===== src/rtl/lane_descrambler.sv =====
// Per-lane Gen1/Gen2 receive descrambler: 16 lanes x 4 symbols, one Galois LFSR per lane,
// COM reseeds and SKP holds the LFSR. All outputs registered, one cycle of latency.
module lane_descrambler (
  input  logic         clk,
  input  logic         reset,
  input  logic [5:0]   PIPEWIDTH,
  input  logic [4:0]   LANESNUMBER,
  input  logic         rxValid,
  input  logic         descrambleBypass,
  input  logic [511:0] rxData,
  input  logic [63:0]  rxDataK,
  output logic [511:0] strippedData,
  output logic [63:0]  strippedDataK,
  output logic         strippedValid
);

  localparam logic [7:0]  SymCom   = 8'hBC;
  localparam logic [7:0]  SymSkp   = 8'h1C;
  localparam logic [15:0] LfsrSeed = 16'hFFFF;
  localparam logic [15:0] LfsrTaps = 16'h0039;

  // Eight Galois shifts; returns {byte mask, next state}, mask bit i from shift i.
  function automatic logic [23:0] lfsr_byte(input logic [15:0] s_in);
    logic [15:0] s;
    logic [7:0]  m;
    s = s_in;
    m = '0;
    for (int i = 0; i < 8; i++) begin
      m[i] = s[15];
      s    = {s[14:0], 1'b0} ^ (s[15] ? LfsrTaps : 16'h0000);
    end
    return {m, s};
  endfunction

  logic [15:0][15:0] lfsr_q, lfsr_d;
  logic [511:0]      data_q, data_d;
  logic [63:0]       k_q, k_d;
  logic              valid_q, valid_d;
  logic              cfg_ok;
  logic [15:0]       lane_act;
  logic [15:0]       st;
  logic [7:0]        sym;
  logic              is_k;
  logic [23:0]       stepped;

  assign cfg_ok = (PIPEWIDTH == 6'd32) &&
                  (LANESNUMBER inside {5'd1, 5'd2, 5'd4, 5'd8, 5'd16});

  always_comb begin
    lane_act = '0;
    for (int l = 0; l < 16; l++) begin
      lane_act[l] = cfg_ok && (5'(l) < LANESNUMBER);
    end
  end

  always_comb begin
    lfsr_d  = lfsr_q;
    data_d  = '0;
    k_d     = '0;
    valid_d = rxValid && cfg_ok;
    st      = LfsrSeed;
    sym     = '0;
    is_k    = 1'b0;
    stepped = '0;
    for (int l = 0; l < 16; l++) begin
      if (!lane_act[l]) begin
        lfsr_d[l] = LfsrSeed;
      end else if (rxValid) begin
        // State chains through b=0..3 so a COM mid-cycle reseeds the later symbols.
        st = lfsr_q[l];
        for (int b = 0; b < 4; b++) begin
          sym     = rxData[32*l+8*b +: 8];
          is_k    = rxDataK[4*l+b];
          stepped = lfsr_byte(st);
          data_d[32*l+8*b +: 8] = sym;
          if (!is_k) begin
            if (!descrambleBypass) data_d[32*l+8*b +: 8] = sym ^ stepped[23:16];
            st = stepped[15:0];
          end else if (sym == SymCom) begin
            st = LfsrSeed;
          end else if (sym != SymSkp) begin
            st = stepped[15:0];
          end
        end
        lfsr_d[l]       = st;
        k_d[4*l +: 4]   = rxDataK[4*l +: 4];
      end
    end
  end

  always_ff @(posedge clk or negedge reset) begin
    if (!reset) begin
      lfsr_q  <= {16{LfsrSeed}};
      data_q  <= '0;
      k_q     <= '0;
      valid_q <= 1'b0;
    end else begin
      lfsr_q  <= lfsr_d;
      data_q  <= data_d;
      k_q     <= k_d;
      valid_q <= valid_d;
    end
  end

  assign strippedData  = data_q;
  assign strippedDataK = k_q;
  assign strippedValid = valid_q;

endmodule


===== config.mk =====
export PLATFORM = sky130hd
export DESIGN_NAME = lane_descrambler
export DESIGN_NICKNAME = d
export VERILOG_FILES = /design/src/rtl/lane_descrambler.sv
export SDC_FILE = /design/constraint.sdc
export NUM_CORES = 2
export LEC_CHECK = 0
export CORE_AREA = 2 2 459 461
export DETAILED_ROUTE_END_ITERATION = 12
export DIE_AREA = 0 0 461 463
export DONT_BUFFER_PORTS = 1
export PLACE_DENSITY_LB_ADDON = 0.08
export SKIP_CTS_REPAIR_TIMING = 1
export SYNTH_ARGS = -nofsm -noshare
export SYNTH_HDL_FRONTEND = slang
export SYNTH_SLANG_ARGS = --single-unit

===== constraint.sdc =====
create_clock -name clk -period 4.8 [get_ports clk]
set_clock_uncertainty 0.1 [all_clocks]
set_input_delay 0.48 -clock clk [delete_from_list [all_inputs] [get_ports clk]]
set_output_delay 0.48 -clock clk [all_outputs]
set_load 0.03 [all_outputs]

# [Word-level counts from Yosys, hierarchy flattened]
# Cells that the tools add are included.
[word_totals] ff_bits=833 latch_bits=0 mem_bits_rw=0 mem_bits_ro=0 inputBits=591 output_inout_bits=577 wordCells=1804 n_memories=0
[classes] n_addsub=0 mul=0 div=0 n_lt_le_gt_ge=16 n_eq_ne=150 shift=0 mux=1024 n_bitwise=576 reduce_logical=19
[ops] cell="$xor 16x6->16" n=512
[ops] cell="$mux 16" n=320
[ops] cell="$mux 6" n=512
[ops] cell="$mux 32" n=32
[ops] cell="$mux 8" n=128
[ops] cell="$eq 8x8->1 const B" n=64
[ops] cell="$ne 8x5->1 const B" n=64
[ops] cell="$xor 8x8->8" n=64
[ops] cell="$mux 4" n=32
[ops] cell="$lt 4x5->1 const A" n=8
[ops] cell="$ne 2x2->1 const B" n=16
[ops] cell="$lt 3x5->1 const A" n=4
[ops] cell="$logic_and 1x1->1" n=18
[ops] cell="$lt 1x5->1 const A" n=2
[ops] cell="$lt 2x5->1 const A" n=2
[ops] cell="$eq 6x6->1 const B" n=1
[ops] cell="$eq 5x1->1 const B" n=1
[ops] cell="$eq 5x2->1 const B" n=1
[ops] cell="$eq 5x3->1 const B" n=1
[ops] cell="$eq 5x4->1 const B" n=1
[ops] cell="$eq 5x5->1 const B" n=1
[ops] cell="$reduce_bool 5->1" n=1

# [Logic depth before layout (Yosys ltp)]
[depth] depth_word=84 ltp_mapped=17 ltp_nobuf=14

# [Worst setup path after synthesis]
# OpenSTA, ideal clock, no wires.
[synth_timing] path_type="input to register" start="input port rxData[256]" end="register lfsr_q[133] (netlist name)" setup_time_ns=0.098 t_arrival_ns=3.749 t_required_ns=4.602 setup_slack_ns=0.853 path_stages=14 path_buffers=2 path_cell_list="or3b_1 > buf_2 > or3_1 > buf_2 > o22a_1 > xnor2_1 > mux2_2 > a211oi_1 > o21ai_0 > nor3b_1 > a311oi_4 > xnor2_1 > xnor2_1 > a221oi_1"
[synth_via] elab_chain_cells=48 elab_cells_between_ends=66 classes_between="eq/ne (2); mux (40); bitwise (24)"
[synth_lines] element="start, declared" line="10" rtl="input logic [511:0] rxData,"
[synth_lines] element="$ne 8x5->1" line="81" rtl="end else if (sym != SymSkp) begin"
[synth_lines] element="$mux 16" line="81"
[synth_lines] element="$mux 16 (*)" line="79" rtl="end else if (sym == SymCom) begin"
[synth_lines] element="$mux 16 (*)" line="76" rtl="if (!is_k) begin"
[synth_lines] element="$mux 16 (*)" line="68" rtl="end else if (rxValid) begin"
[synth_lines] element="$mux 16 (*)" line="66" rtl="if (!lane_act[l]) begin"
[synth_lines] element="$mux 6 / $xor 16x6->16 (equally long branches)" line="30" rtl="s = {s[14:0], 1'b0} ^ (s[15] ? LfsrTaps : 16'h0000);"
[synth_lines] element="$xor 16x6->16 / $mux 6 (equally long branches)" line="30"
[synth_lines] element="[... 32 more ...]"
[synth_lines] element="$mux 6 / $xor 16x6->16 (equally long branches)" line="30"
[synth_lines] element="$xor 16x6->16 / $mux 6 (equally long branches)" line="30"
[synth_lines] element="$xor 16x6->16" line="30"
[synth_lines] element="$mux 16" line="81"
[synth_lines] element="$mux 16" line="79"
[synth_lines] element="$mux 16 (*)" line="76"
[synth_lines] element="$mux 16 (*)" line="68"
[synth_lines] element="$mux 16 (*)" line="66"
[synth_lines] element="end signal, assigned" line="93" rtl="lfsr_q <= {16{LfsrSeed}};"
[synth_lines] element="end signal, assigned" line="98" rtl="lfsr_q <= lfsr_d;"
[synth_lines] element="end, declared" line="35" rtl="logic [15:0][15:0] lfsr_q, lfsr_d;"
# Mark *: on every way between the ends. The rest lies on a longest branch, timed or not. The select of a mux whose other input is x is not followed.
# A chain may end at the register's enable or synchronous reset.

# [Worst setup path after layout]
[layout_timing] start="register lfsr_q[43] (netlist name)" end="register data_q[92], in the netlist strippedData[92]"
[layout_via] elab_chain_cells=50 elab_cells_between_ends=53 classes_between="mux (24); bitwise (29)"
[layout_lines] element="$xor 16x6->16 (4 in a row)" line="30"
[layout_lines] element="$mux 6" line="30"
[layout_lines] element="$xor 16x6->16 (4 in a row)" line="30"
[layout_lines] element="$mux 16" line="81"
[layout_lines] element="$mux 16" line="79"
[layout_lines] element="$mux 16 (*)" line="76"
[layout_lines] element="$mux 16 (*)" line="68"
[layout_lines] element="$mux 16 (*)" line="66"
[layout_lines] element="[... 26 more ...]"
[layout_lines] element="$mux 16 (*)" line="66"
[layout_lines] element="$xor 16x6->16 (*) (4 in a row)" line="30"
[layout_lines] element="$xor 8x8->8 (*)" line="77" rtl="if (!descrambleBypass) data_d[32*l+8*b +: 8] = sym ^ stepped[23:16];"
[layout_lines] element="$mux 8 (*)" line="77"
[layout_lines] element="$mux 8 (*)" line="76"
[layout_lines] element="$mux 32 (*)" line="68"
[layout_lines] element="$mux 32 (*)" line="66"
[layout_lines] element="via data_d[92]" line="36" rtl="logic [511:0] data_q, data_d;"
[layout_lines] element="end signal, assigned" line="99" rtl="data_q <= data_d;"
[layout_lines] element="end, declared" line="36"
# Mark *: on every way through the listed nets, which the timed path passes. The rest lies on a longest branch. The select of a mux whose other input is x is not followed.

==> impl_results.md <==
- Global-route wire length before repair: 415000 um
- Initial antenna violation count: 52
- Hold WC Path Type: in2async
- First DRT Iteration DRCs: 5129
- Top-count cell post-synth: nor2_1
- Via density per instance: 5.46
- CP Capture Type: flop
- Chip height: 463 um
- Post-DRT Antenna Nets: 0
- Failing checks: hold timing
- Slew Viols, Final: 0
- Number of global-route vias before repair: 56900
- Synth-to-Final Area Change: 22.3%
- Dpl cells: 10300
- Yosys cell types: 122
- Clock power frac: 48.5%
- Slew margin rel.: 21.1%
- Yosys top cell by area: dfrtp_1
- Area of the core: 209000 um2
- Grt total ovfl: 0
- Critical Path RT: 5330 ps
- Largest cells by area after synthesis: dfrtp_1, xnor2_1, dfstp_2
- CP Launch Type: flop
- Leak: 31.5 nW
- Cell-internal power: 0.0130 W
- Routed wire per std cell: 27.7 um
- Layout Nets: 8868
- Clock Latency Late Sink: 790 ps
- H-tree levels: 3
- Dpl hpwl: 225000 um
- Ports: 1168
- Drt total wl: 311000 um
- CP peak stage delay: 670 ps
- Synth top cells by count: nor2_1, xnor2_1, nand2_1
- Outcome: finished, violations left
- Die area: 213000 um2
- Row Count: 168
- Drt first pass iters: 6
- Net Switching: 0.00480 W
- Post-Synthesis Net Count: 8331
- Vias: 61400
- CTS tree: built
- R2R setup slack: 480 ps
- RSZ-0062 raised after global routing: no
- Startpoint of the worst-slack reg-to-reg timing path: lfsr_q[43]
- GRT Total Usage: 26.0%
- Most common cell on crit path: xnor2_1
- Post-synthesis register bit count: 833
- Finished Layout Cells: 11200
- Register area share after synthesis: 32.8%
- Sw frac: 26.9%
- CP max stage cell: dfstp_2
- Bufs on Longest Clock Path: 3
- Number of flops mapped to enable cells by yosys: 0
- Crit path cell chain: xor2_1, xnor2_1, o21ai_0, a21oi_1, buf_4, xnor2_1, xor2_1, o211a_1, nor3_1, xnor2_1, dlygate4sd3_1, nor2_1
- Synthesis Warnings: 0
- Fin Hold WS: -704 ps
- Crit path max fanout: 6
- Total power: 0.0178 W
- Clk slew on worst S/H paths: 60 ps
- Max-Cap Viols: 0
- Die width: 461 um
- Syn_area_per_cell: 8.35 um2
- Number of port buffers: 0
- Post-synth top area share: 22.3%
- Initial Util: 31.0%
- Combinational share of power: 11.9%
- Post-synth ARST share: 100%
- DRC errors left: 0
- Post-layout min period: 4320 ps
- Critical path class: reg2reg
- Crit path DAT: 4850 ps
- Reg2Reg Capture Point: strippedData[92]
- Worst R2R Path Depth: 12
- Final hold vios: 228
- Maximum vdd drop: 262 uV
- Final TNS setup: 0 ps
- Pwr dens: 226 nW/um2
- Cells after Synth: 7740
- Largest net degree at the start of global routing: 834
- Share of cells above drive strength 1: 11.2%
- Setup violators final: 0
- Seq pwr share: 39.6%
- Ys flop type: dfrtp_1
- # clock sinks: 833
- Max Freq: 232 MHz
- Worst Tran Pin Value: 1170 ps
- Netlist Area Pre-Place: 64600 um2
- Inserted Clock Buffers: 106
- Final Wtd Congestion: 0.913
- Period utilisation layout: 90.0%
- Clk root buf: clkbuf_16
-- stage by stage --
step / util, % / setup WS (ps) / instance area, um2
finish: 37.9 / 481 / 79000
global route: 37.9 / 201 / 79000
CTS: 34.5 / 791 / 72000
detailed placement: 32.8 / 393 / 68300
global placement: 32.8 / 424 / 68300
floorplan: - / 853 / 64600
-- per-layer routing --
metal	up-vias	wire (um)	global-route usage (%)
li1	27800	-	-
met1	30400	127000	32.0
met2	2599	146000	43.4
met3	610	23300	6.16
met4	14	15000	10.5
met5	-	90	0
-- worst max-delay path: cells and delay by family, from the launching register on --
kind / cells / cell delay [ps]
AO/OA/AOI/OAI: 3 / 1120
XOR/XNOR: 5 / 990
buffers and inverters: 2 / 760
flip-flops: 1 / 670
AND/OR/NAND/NOR: 2 / 530
-- worst max-delay path by stage --
stage | to | slack [ps] | depth (start not counted) | start
5_1_grt | strippedData[479] | 200 | 13 | lfsr_q[239]
3_5_place_dp | lfsr_q[54] | 390 | 11 | rxData[96]
4_1_cts | strippedData[62] | 790 | 12 | lfsr_q[29]
3_3_place_gp | lfsr_q[196] | 420 | 12 | rxData[384]
6_report | strippedData[92] | 480 | 12 | lfsr_q[43]
2_1_floorplan | lfsr_q[133] | 850 | 14 | rxData[256]
-- power by group through the flow --
stage | Clock, W | Sequential [W] | Combinational, W
detailed placement | 0 | 0.00718 | 0.00136
floorplan | 0 | 0.00717 | 0.00109
global route | 0.00916 | 0.00706 | 0.00229
global placement | 0 | 0.00718 | 0.00137
finish | 0.00864 | 0.00706 | 0.00213
CTS | 0.00888 | 0.00706 | 0.00137
-- cell type report --
class                           count  area [um2]
Clock inverter                     59         657
Fill cell                       21600      130000
Clock buffer                      139        3040
Multi-Input combinational cell   6304       41200
Sequential cell                   833       21200
Timing Repair Buffer              928        8850
Antenna cell                       72         180
Tap cell                         2805        3510
Inverter                          104         393
-- cells in the final DEF (no fill, tap or decap), types with 103 or more instances in the layout --
cell type / netlist / final
buf_4: 1 / 263
nand2_1: 792 / 789
o22ai_1: 140 / 140
nor2_1: 1209 / 1209
a21oi_1: 328 / 328
xnor2_1: 1054 / 1054
dfstp_2: 256 / 256
a221oi_1: 128 / 128
nor3_1: 277 / 275
o21ai_0: 216 / 216
xor2_1: 697 / 697
clkbuf_16: 0 / 108
dlygate4sd3_1: 0 / 651
dfrtp_1: 577 / 577
inv_1: 104 / 103
-- sequential cells by signal (all words and copies together) (netlist names) --
register and cells:
strippedData 512, lfsr_q 256, strippedDataK 64, strippedValid 1
-- logic make-up after synthesis --
group	share of synthesized area [%]
flops	32.8
compound gates	16.1
xor+xnor	24.7
mux	1.37
simple gates	21.5
buf+inv	3.59
Note: power is estimated with default switching activity, not from simulation.
